File: src/rtl/vram_pkg.sv
// Shared types and constants for the VRAM posted-write path.
package vram_pkg;

  localparam int unsigned VRAM_ADDRESS_WIDTH = 12;
  localparam int unsigned VRAM_DATA_WIDTH    = 8;

  // CPU address of GPU VRAM offset 0; the CPU side subtracts this before pushing.
  localparam logic [15:0] VRAM_CPU_BASE = 16'h3700;

  typedef struct packed {
    logic [VRAM_ADDRESS_WIDTH-1:0] address;
    logic [VRAM_DATA_WIDTH-1:0]    data;
  } vram_write_t;

endpackage

File: src/rtl/vram_write_fifo_m.sv
// DEPTH-entry FIFO of VRAM writes with an exact occupancy counter and an
// in-place overwrite port for the most recently pushed entry.
module vram_write_fifo_m
  import vram_pkg::*;
#(
  parameter int unsigned DEPTH = 16
) (
  input  logic                         clk_i,
  input  logic                         rst_i,
  input  logic                         push_i,
  input  vram_write_t                  push_entry_i,
  input  logic                         pop_i,
  input  logic                         overwrite_i,
  input  logic [VRAM_DATA_WIDTH-1:0]   overwrite_data_i,
  output vram_write_t                  head_o,
  output vram_write_t                  tail_o,
  output logic [$clog2(DEPTH+1)-1:0]   count_o,
  output logic                         full_o,
  output logic                         empty_o
);

  localparam int unsigned PtrW   = $clog2(DEPTH);
  localparam int unsigned CountW = $clog2(DEPTH+1);

  vram_write_t       mem_q [DEPTH];
  logic [PtrW-1:0]   wr_ptr_q, wr_ptr_d;
  logic [PtrW-1:0]   rd_ptr_q, rd_ptr_d;
  logic [PtrW-1:0]   tail_ptr;
  logic [CountW-1:0] count_q, count_d;

  assign tail_ptr = wr_ptr_q - PtrW'(1);
  assign head_o   = mem_q[rd_ptr_q];
  assign tail_o   = mem_q[tail_ptr];
  assign count_o  = count_q;
  assign full_o   = (count_q == CountW'(DEPTH));
  assign empty_o  = (count_q == '0);

  // DEPTH is a power of two, so pointers wrap by natural overflow.
  always_comb begin
    wr_ptr_d = wr_ptr_q;
    rd_ptr_d = rd_ptr_q;
    count_d  = count_q;
    if (push_i) wr_ptr_d = wr_ptr_q + PtrW'(1);
    if (pop_i)  rd_ptr_d = rd_ptr_q + PtrW'(1);
    unique case ({push_i, pop_i})
      2'b10:   count_d = count_q + CountW'(1);
      2'b01:   count_d = count_q - CountW'(1);
      default: count_d = count_q;
    endcase
  end

  always_ff @(posedge clk_i) begin
    if (rst_i) begin
      wr_ptr_q <= '0;
      rd_ptr_q <= '0;
      count_q  <= '0;
    end else begin
      wr_ptr_q <= wr_ptr_d;
      rd_ptr_q <= rd_ptr_d;
      count_q  <= count_d;
    end
  end

  // Storage needs no reset; occupancy alone defines valid entries.
  always_ff @(posedge clk_i) begin
    if (push_i) begin
      mem_q[wr_ptr_q] <= push_entry_i;
    end else if (overwrite_i) begin
      mem_q[tail_ptr].data <= overwrite_data_i;
    end
  end

endmodule

File: src/rtl/vram_write_queue_m.sv
// Posted-write buffer ahead of the GPU VRAM port; drains only while drain_enable.
// Optional write coalescing to the last queued address: VRAM_WRITE_QUEUE_COALESCE_EN.
module vram_write_queue_m
  import vram_pkg::*;
#(
  parameter int unsigned DEPTH         = 16,
  parameter int unsigned ADDRESS_WIDTH = VRAM_ADDRESS_WIDTH
) (
  input  logic                        clk_12_5875,
  input  logic                        rst,
  input  logic                        wr_valid,
  input  logic [ADDRESS_WIDTH-1:0]    wr_address,
  input  logic [7:0]                  wr_data,
  output logic                        wr_ready,
  input  logic                        drain_enable,
  output logic                        vram_write_enable,
  output logic [ADDRESS_WIDTH-1:0]    vram_address,
  output logic [7:0]                  vram_data,
  output logic [$clog2(DEPTH+1)-1:0]  count,
  output logic                        empty,
  output logic                        overflow,
  input  logic                        overflow_clear
);

  localparam int unsigned CountW = $clog2(DEPTH+1);

  vram_write_t head, tail, new_entry;
  logic        fifo_full, fifo_empty;
  logic        pop, push, overwrite;
  logic        vram_write_enable_q;
  logic [ADDRESS_WIDTH-1:0] vram_address_q;
  logic [7:0]  vram_data_q;
  logic        overflow_q;

  assign new_entry = '{address: wr_address, data: wr_data};
  assign pop       = drain_enable && !fifo_empty;

`ifdef VRAM_WRITE_QUEUE_COALESCE_EN
  logic match;
  // Tail is only mergeable if it stays queued past this edge.
  assign match = !fifo_empty && !(pop && count == CountW'(1)) &&
                 (tail.address == wr_address);
  assign wr_ready  = !fifo_full || match;
  assign overwrite = wr_valid && match;
  assign push      = wr_valid && wr_ready && !match;
`else
  logic unused_tail;
  assign unused_tail = ^tail;
  assign wr_ready    = !fifo_full;
  assign overwrite   = 1'b0;
  assign push        = wr_valid && wr_ready;
`endif

  vram_write_fifo_m #(
    .DEPTH (DEPTH)
  ) u_fifo (
    .clk_i            (clk_12_5875),
    .rst_i            (rst),
    .push_i           (push),
    .push_entry_i     (new_entry),
    .pop_i            (pop),
    .overwrite_i      (overwrite),
    .overwrite_data_i (wr_data),
    .head_o           (head),
    .tail_o           (tail),
    .count_o          (count),
    .full_o           (fifo_full),
    .empty_o          (fifo_empty)
  );

  always_ff @(posedge clk_12_5875) begin
    if (rst) begin
      vram_write_enable_q <= 1'b0;
      vram_address_q      <= '0;
      vram_data_q         <= '0;
    end else begin
      vram_write_enable_q <= pop;
      if (pop) begin
        vram_address_q <= head.address;
        vram_data_q    <= head.data;
      end
    end
  end

  // A drop in the same cycle as a clear keeps the flag set.
  always_ff @(posedge clk_12_5875) begin
    if (rst) begin
      overflow_q <= 1'b0;
    end else if (wr_valid && !wr_ready) begin
      overflow_q <= 1'b1;
    end else if (overflow_clear) begin
      overflow_q <= 1'b0;
    end
  end

  assign vram_write_enable = vram_write_enable_q;
  assign vram_address      = vram_address_q;
  assign vram_data         = vram_data_q;
  assign overflow          = overflow_q;
  assign empty             = fifo_empty;

endmodule

File: config.mk
export PLATFORM = sky130hd
export DESIGN_NAME = vram_write_queue_m
export DESIGN_NICKNAME = d
export VERILOG_FILES = /design/src/rtl/vram_pkg.sv /design/src/rtl/vram_write_fifo_m.sv /design/src/rtl/vram_write_queue_m.sv
export SDC_FILE = /design/constraint.sdc
export NUM_CORES = 1
export LEC_CHECK = 0
export CORE_AREA = 4 4 154 156
export CTS_BUF_LIST = sky130_fd_sc_hd__clkbuf_2
export CTS_CLUSTER_SIZE = 30
export DETAILED_ROUTE_END_ITERATION = 10
export DIE_AREA = 0 0 158 160
export PLACE_DENSITY = 0.92
export SLEW_MARGIN = 25
export SYNTH_ARGS = -nofsm -noshare
export SYNTH_HDL_FRONTEND = slang
export SYNTH_SLANG_ARGS = --single-unit
File: constraint.sdc
create_clock -name clk_12_5875 -period 3.2 [get_ports clk_12_5875]
set_input_delay 0.32 -clock clk_12_5875 [delete_from_list [all_inputs] [get_ports clk_12_5875]]
set_output_delay 0.32 -clock clk_12_5875 [all_outputs]
set_load 0.02 [all_outputs]
==> results of run 1 <==
cells in the mapped netlist (3+ instances only):
master | n | area (sq um)
clkbuf_8 | 4 | 55.1
clkbuf_1 | 5 | 18.8
nor3_1 | 4 | 20.0
ha_1 | 9 | 113
nand2_1 | 5 | 18.8
nor4_1 | 20 | 125
buf_6 | 13 | 146
edfxtp_1 | 320 | 9610
buf_8 | 4 | 60.1
dfxtp_1 | 35 | 701
xor2_1 | 6 | 52.6
a211oi_1 | 19 | 143
nor2_1 | 49 | 184
inv_1 | 4 | 15.0
buf_4 | 10 | 75.1
o22ai_1 | 80 | 500
a21oi_1 | 3 | 15.0
mux2i_1 | 164 | 1640
nand3b_1 | 4 | 30.0
xnor2_1 | 3 | 26.3
buf_2 | 10 | 50.1
o211ai_1 | 3 | 22.5
metal layers:
layer | up-vias | GRT usage, % | share of wire, %
met5 | - | 0 | 0
met4 | 0 | 12.2 | 4.4
met3 | 131 | 7.21 | 12
met2 | 653 | 41.6 | 49
met1 | 3918 | 33.3 | 35
li1 | 3479 | - | -
cell usage in the layout, fill, tap and decap left out, drive strengths merged, types with 9 or more instances in the layout:
cell type / netlist / layout
clkdlybuf4s50: 0 / 52
mux2i: 164 / 164
nor2: 49 / 49
a211oi: 20 / 20
clkbuf: 9 / 112
dfxtp: 35 / 35
clkinv: 0 / 27
edfxtp: 320 / 320
o22ai: 80 / 80
ha: 9 / 9
nor4: 21 / 21
buf: 37 / 38
how the worst max path moves through the flow:
stage,start,to,cells past startpoint
2_1_floorplan,u_fifo.count_o[0],u_fifo.mem_q[0][0],4
5_1_grt,u_fifo.count_o[0],empty,3
3_3_place_gp,wr_valid,u_fifo.count_o[4],9
4_1_cts,u_fifo.count_o[0],empty,3
3_5_place_dp,wr_valid,u_fifo.count_o[4],9
6_report,u_fifo.count_o[0],empty,3
layout make-up:
type / count / area (sq um)
inverter: 5 / 18.8
clock inverter: 34 / 264
tap: 285 / 357
timing repair buffer: 91 / 851
sequential: 355 / 10300
antenna: 2 / 5.00
fill: 1290 / 6810
multi-input combinational: 392 / 3180
clock buffer: 112 / 561
worst max-delay path: cells and delay by family (launching register included):
kind / cells / cell delay, ns
buf+inv: 1 / 0.61
simple gates: 2 / 0.74
flops: 1 / 0.41
sequential cells by signal, summed over array words and instances, names as in the netlist:
| signal | cells |
|---|---|
| vram_write_enable | 1 |
| u_fifo.rd_ptr_q | 4 |
| vram_data | 8 |
| u_fifo.wr_ptr_q | 4 |
| u_fifo.mem_q | 320 |
| vram_address | 12 |
| overflow | 1 |
| u_fifo.count_o | 5 |
logic make-up after synthesis:
group	after synthesis
DFF	355
xor gates and xnor gates	9
and+or+nand+nor	95
buffers and inverters	54
AOI/OAI and AO/OA	113
muxes	165
adders and majority gates	10
repair_timing:
item,4_1_cts,5_1_grt
hold buffers,0,1
hold endpoints to repair,0,21
gates resized for setup,0,0
report_power, final:
group	switching, uW	internal [uW]
Sequential	200	5340
Clock	1770	1360
Combinational	1300	854
through the flow:
step | hold slack, ns | power (uW) | cell area (sq um) | std cells | util, %
3_3_place_gp | 0.471 | 7630 | 14700 | 1127 | 65.8
4_1_cts | 0.00878 | 10800 | 15500 | 1273 | 69.5
5_1_grt | 0.108 | 11300 | 15500 | 1275 | 69.5
6_report | 0.0334 | 10800 | 15600 | 1276 | 69.5
2_1_floorplan | 0.419 | 6960 | 13900 | 801 | -
3_5_place_dp | 0.492 | 7750 | 14700 | 1127 | 65.8
==> out/results.tsv, run 1 <==
metric	value	unit
status	complete, no violations	
post_cts_buffers	0	
cts.htree.levels	3	
path_cells	or4_4 -> nor2_1 -> clkdlybuf4s50_1	
cp_max_fo	6	
synth_xor_area_share	0.567	%
drt-pass1-iter-count	7	
root_buffer	clkbuf_2	
hold_start	overflow_clear	
clk_pin_slew_worst_paths	0.09	ns
hold_violations	0	
gr-total-overflow	0	
max-slew-margin-rel	39.6	%
grt_usage	26.1	%
cts_tree	done	
fin_ws	0.221	ns
min_path_cells	4	
start_kind	flop	
synth.distinct_cells	43	
synth-seq-cells	355	
fp.dieH	160	um
async_reset_ff_share	0	%
syn_avg_cell_area	17.4	sq um
cts_buffer_depth	3	
slew_violations	0	
worstRegToRegCells	9	
drt-initial-drc-count	1228	
numCtsBuffers	82	
synth_compound_area_share	5.55	%
synth_top_family_by_area	multiplexers	
synth_edf_count	320	
ant_nets	0	
cp-end-kind	primary output	
rsz0062_at_grt	false	
fmax	336	MHz
routabilityCongestion	0.764	
synth_fa_ha_area_share	0.954	%
fin_setup_tns	0	ns
worstPathArrival	2.66	ns
fin_crit_sh	93.1	%
grt_max_degree	44	
hold_path_end	overflow	
yosys.area_share.simple	3.56	%
period_minus_slack	2.98	ns
grt_first_pass_wirelength	49000	um
fp-row-count	55	
vias	8181	
p_leak	0.00495	uW
hold_path_class	input pin to flop	
synthMuxAreaShare	11.9	%
critPathKind	flop to primary output	
port_buffers	53	
drc	0	
synth_warnings	0	
slowest_stage	or4_4	
yosys_most_used_dff	edfxtp_1	
avgRoutedWirePerCell	25.6	um
place_ws	0.197	ns
coreArea	22400	sq um
clock_sinks	355	
max-cap-violations	0	
finalClockSkew	0.0646	ns
powerDensity	696	nW/um^2
avgViaCountPerCell	6.41	
ir_drop	0.000303	V
start_util	62.2	%
grt_pass1_vias	8333	
wl	32600	um
clock_latency	0.92	ns
tightest_slew	0.903	ns
drive_above_1_share	19.0	%
syn_area	13900	sq um
crit_required	2.88	ns
yosysSeqAreaShare	74.2	%
reg2reg_setup_slack	0.45	ns
area_growth	11.9	%
die_w	158	um
rr_startpoint	u_fifo.count_o[0]	
syn_inst	801	
cpPeakStageDelay	0.63	ns
antenna_found_initial	1	
setup_violations	0	
die_area	25300	sq um
reg2reg_to	u_fifo.count_o[4]	
ios	54	
syn_nets	836	
nets	962	
hpwlAfterDp	17800	um
(Power assumes the default switching activity.)
==> run 2: changes to the inputs <==
- CORE_AREA: 4 4 154 156 -> 4 4 148 150
- DIE_AREA: 0 0 158 160 -> 0 0 152 154
- PLACE_DENSITY: 0.92 -> 0.95
- clock period: 3.2 -> 3.5 ns (I/O delays scaled with it)
==> run 2 against run 1 <==
Power is 9.8% lower. Sequential power decreased by 8.5%. Worst hold slack improved by 0.085 ns. Die area fell by 7.4%. Sequential cell count did not move. Critical path type unchanged. Highest routed layer unchanged.
==> out/results.tsv, run 2 (synthesis gave the netlist of run 1 again) <==
metric	value	unit
clk_pin_slew_worst_paths	0.09	ns
largest_reg_flops	320	
drive_above_1_share	19.1	%
fp.dieH	154	um
combPwrFrac	19.9	%
worstPathArrival	2.61	ns
final_cell_mix	edfxtp_1 (320), mux2i_1 (164), clkbuf_2 (121)	
die_area	23400	sq um
dpl_cell_area	14600	sq um
hold_violations	0	
status	complete, no violations	
p_leak	0.00491	uW
start_util	67.2	%
slew_violations	0	
max-slew-margin-rel	28.8	%
period_minus_slack	2.96	ns
grt_max_degree	59	
area_growth	11.1	%
wl	31300	um
grt_pass1_vias	8114	
finalClockSkew	0.0652	ns
antenna_found_initial	1	
port_buffers	53	
powerDensity	632	nW/um^2
cts_tree	done	
tightest_slew	1.06	ns
fmax	338	MHz
hold_path_class	input pin to flop	
coreArea	20700	sq um
clock_sinks	355	
cp-end-kind	primary output	
place_ws	0.514	ns
cp_max_fo	6	
clock_latency	0.89	ns
cts.htree.levels	3	
fin_ws	0.544	ns
cts_buffer_depth	3	
avgViaCountPerCell	6.35	
hpwlAfterDp	18500	um
final_cell_area	15400	sq um
fin_setup_tns	0	ns
seqPwrFrac	51.9	%
power.internal	6810	uW
grt_first_pass_wirelength	47400	um
numCtsBuffers	83	
crit_required	3.15	ns
rsz0062_at_grt	false	
ir_drop	0.000347	V
vias	8004	
ant_nets	0	
switching_power	2950	uW
ios	54	
drc	0	
layout_commonest_cell	edfxtp_1	
drt-initial-drc-count	1031	
grt_usage	26.8	%
die_w	152	um
max-cap-violations	0	
routabilityCongestion	0.813	
fp-row-count	53	
clkPwrFrac	28.1	%
avgRoutedWirePerCell	24.8	um
root_buffer	clkbuf_2	
fillers	1111	
gr-total-overflow	0	
swShare	30.2	%
setup_violations	0	
post_cts_buffers	0	
drt-pass1-iter-count	5	
nets	956	
fin_crit_sh	84.5	%
regMostFlops	u_fifo.mem_q	
start_kind	flop	
critPathKind	flop to primary output	
[run 2: cell count changes in the layout (fill, tap and decap cells not counted)]
cell and change:
inv_2 -1, bufinv_16 -2, clkbuf_2 +9, clkinv_1 -7
diode_2 +1, buf_12 -1, clkinv_2 -2, buf_4 -6
clkinvlp_4 +1, clkinv_4 +2
[run 2: final cells by class]
type | instances | area, sq um | area share (%)
clock inverters | 25 | 189 | 1.22
clock buffers | 121 | 606 | 3.92
diodes | 3 | 7.51 | 0.0486
flip-flops and latches | 355 | 10300 | 66.8
inverters | 5 | 18.8 | 0.122
repair buffers | 84 | 786 | 5.09
well taps | 275 | 344 | 2.23
multi-input cells | 392 | 3180 | 20.6
[run 2: final timing paths]
kind / start / end / slack (ns) / cells after the start
max: u_fifo.count_o[0] / empty / 0.54 / 3
min: overflow_clear / overflow / 0.12 / 4
max reg2reg: u_fifo.count_o[0] / u_fifo.count_o[4] / 0.73 / 8
min reg2reg: overflow / overflow / 0.51 / 2
[run 2: power groups by stage]
stage          logic (uW)  registers (uW)  clock network, uW
2_1_floorplan        1090            5270                  0
3_3_place_gp         1840            5130                  0
3_5_place_dp         1930            5160                  0
4_1_cts              1940            5060               2790
5_1_grt              2080            5100               3020
6_report             1950            5070               2750
[run 2: routing by layer]
layer  vias to the layer above  GRT usage [%]  share of wire (%)
met5                         -              0                  0
met4                         0           12.1                4.3
met3                       114           6.30                 11
met2                       565           44.2                 49
met1                      3858           34.2                 36
li1                       3467              -                  -
[run 2: critical path: stages (launching register included)]
cell             delay [ns]
dfxtp_1                0.41
or4_4                  0.62
nor2_1                 0.11
clkdlybuf4s50_1        0.60
[run 2: through the flow]
| stage | cells | hold slack [ns] | power [uW] | util, % |
|---|---|---|---|---|
| after floorplan | 801 | 0.449 | 6360 | - |
| after global placement | 1110 | 0.475 | 6970 | 70.8 |
| after detailed placement | 1110 | 0.489 | 7080 | 70.8 |
| after CTS | 1256 | 0.0660 | 9800 | 74.6 |
| after global routing | 1260 | 0.102 | 10200 | 74.7 |
| final | 1260 | 0.119 | 9760 | 74.7 |
[run 2: what timing repair did]
item / in CTS / in global routing
hold buffers: 0 / 1
hold endpoints to repair: 0 / 7
resized for setup: 0 / 0
==> run 3: changes to the inputs <==
- CORE_AREA: 4 4 148 150 -> 4 4 154 156
- DIE_AREA: 0 0 152 154 -> 0 0 158 160
- PLACE_DENSITY: 0.95 -> 0.92
- clock period: 3.5 -> 3.05 ns (I/O delays scaled with it)
==> run 3 against run 2 <==
Register-to-register slack got worse by 0.37 ns. Highest routed layer unchanged. Largest power group unchanged. Critical path depth unchanged. Clock skew increased by 0.017 ns. Die area increased by 8.0%. Worst hold slack got worse by 0.020 ns. Global-route usage decreased by 1.7 points.
==> out/results.tsv, run 3 (synthesis gave the netlist of run 1 again) <==
metric	value	unit
cpPeakStageDelay	0.62	ns
coreArea	22400	sq um
cp_top_family	simple AND/OR/NAND/NOR gates	
hold_violations	0	
path_cells	or4_4 -> nor2_1 -> clkdlybuf4s50_1	
die_w	158	um
power.internal	7740	uW
antenna_found_initial	1	
fin_hold_ws	0.0984	ns
start_util	62.2	%
ios	54	
vias	8102	
routabilityCongestion	0.801	
switching_power	3390	uW
fp.dieH	160	um
ir_drop	0.000340	V
max-cap-violations	0	
worstPathArrival	2.60	ns
clock_sinks	355	
ant_nets	0	
finalNonFillerCells	1277	
critPathKind	flop to primary output	
drt-pass1-iter-count	5	
powerDensity	717	nW/um^2
cp_max_fo	6	
clkPwrFrac	27.2	%
setup_violations	0	
fmax	345	MHz
clock_latency	0.88	ns
slowest_stage	or4_4	
cts.htree.levels	3	
wl	31300	um
grt_pass1_vias	8354	
hpwlAfterDp	17800	um
start_kind	flop	
fin_crit_sh	95.1	%
port_buffers	53	
drc	0	
period_minus_slack	2.90	ns
avgViaCountPerCell	6.34	
grt_usage	25.0	%
crit_buf_inv	1	
fin_setup_tns	0	ns
cts_buffer_depth	3	
cts_tree	done	
cts_resized	0	
cp-end-kind	primary output	
drt-initial-drc-count	971	
root_buffer	clkbuf_2	
post_cts_buffers	0	
swShare	30.4	%
clk_pin_slew_worst_paths	0.10	ns
slew_violations	0	
layout_commonest_cell	edfxtp_1	
cts-hold-fix-buffers	0	
largest_reg_flops	320	
drive_above_1_share	20.1	%
p_leak	0.00495	uW
max-slew-margin-rel	48.0	%
place_ws	0.257	ns
seqPwrFrac	52.2	%
status	complete, no violations	
rsz0062_at_grt	false	
crit_required	2.74	ns
hold_path_class	input pin to flop	
fin_ws	0.150	ns
regMostFlops	u_fifo.mem_q	
die_area	25300	sq um
finalPower	11100	uW
combPwrFrac	20.6	%
grt_max_degree	46	
fp-row-count	55	
nets	966	
final_cell_mix	edfxtp_1 (320), mux2i_1 (164), clkbuf_2 (121)	
fillers	1302	
area_growth	11.7	%
finalClockSkew	0.0822	ns
gr-total-overflow	0	
avgRoutedWirePerCell	24.5	um
grt_first_pass_wirelength	47400	um
dp_cells	1132	
numCtsBuffers	82	
tightest_slew	0.780	ns
## run 3: changes by cell type in the layout (fill, tap and decap cells not counted), moves of 2 or more
cell | previous run | this run
clkinv_2 | 2 | 4
clkinv_1 | 16 | 14
nor3_2 | 4 | 1
nor3_4 | 0 | 3
buf_4 | 28 | 39
diode_2 | 3 | 1
## run 3: tightest hold or removal path: stages
cell and delay (ns):
clkdlybuf4s50_1 0.40, inv_1 0.05, a32oi_1 0.05, nor2_1 0.07
## run 3: layer usage
| layer | global-route usage [%] | part of all wire [%] | up-vias | wire [um] |
|---|---|---|---|---|
| met5 | 0 | 0 | - | 0 |
| met4 | 14.5 | 4.9 | 0 | 1530 |
| met3 | 6.42 | 9.1 | 106 | 2860 |
| met2 | 39.5 | 49 | 531 | 15400 |
| met1 | 31.4 | 37 | 3966 | 11600 |
| li1 | - | - | 3499 | - |
## run 3: layout make-up
cell class	instances	area [sq um]	area share [%]
Antenna cell	1	2.50	0.0161
Clock buffer	121	606	3.90
Clock inverter	23	149	0.959
Inverter	5	18.8	0.121
Multi-Input combinational cell	392	3200	20.6
Sequential cell	355	10300	66.4
Tap cell	285	357	2.30
Timing Repair Buffer	95	883	5.69
## run 3: through the flow
| stage | cell area [sq um] | utilization, % |
|---|---|---|
| 6_report | 15500 | 69.4 |
| 5_1_grt | 15500 | 69.4 |
| 4_1_cts | 15500 | 69.4 |
| 3_5_place_dp | 14800 | 66.1 |
| 3_3_place_gp | 14800 | 66.1 |
| 2_1_floorplan | 13900 | - |
## run 3: path summary, 6_finish.rpt
check | start | endpoint | slack [ns] | depth (start not counted)
setup reg to reg | u_fifo.count_o[0] | u_fifo.count_o[4] | 0.36 | 8
hold reg to reg | overflow | overflow | 0.51 | 2
hold / removal | overflow_clear | overflow | 0.1 | 4
setup / recovery | u_fifo.count_o[0] | empty | 0.15 | 3
## run 3: power groups by stage
stage / sequential [uW] / clock (uW) / combinational [uW]
floorplan: 6050 / 0 / 1250
global placement: 5880 / 0 / 2170
detailed placement: 5910 / 0 / 2270
CTS: 5810 / 3070 / 2290
global route: 5840 / 3330 / 2450
finish: 5810 / 3020 / 2300
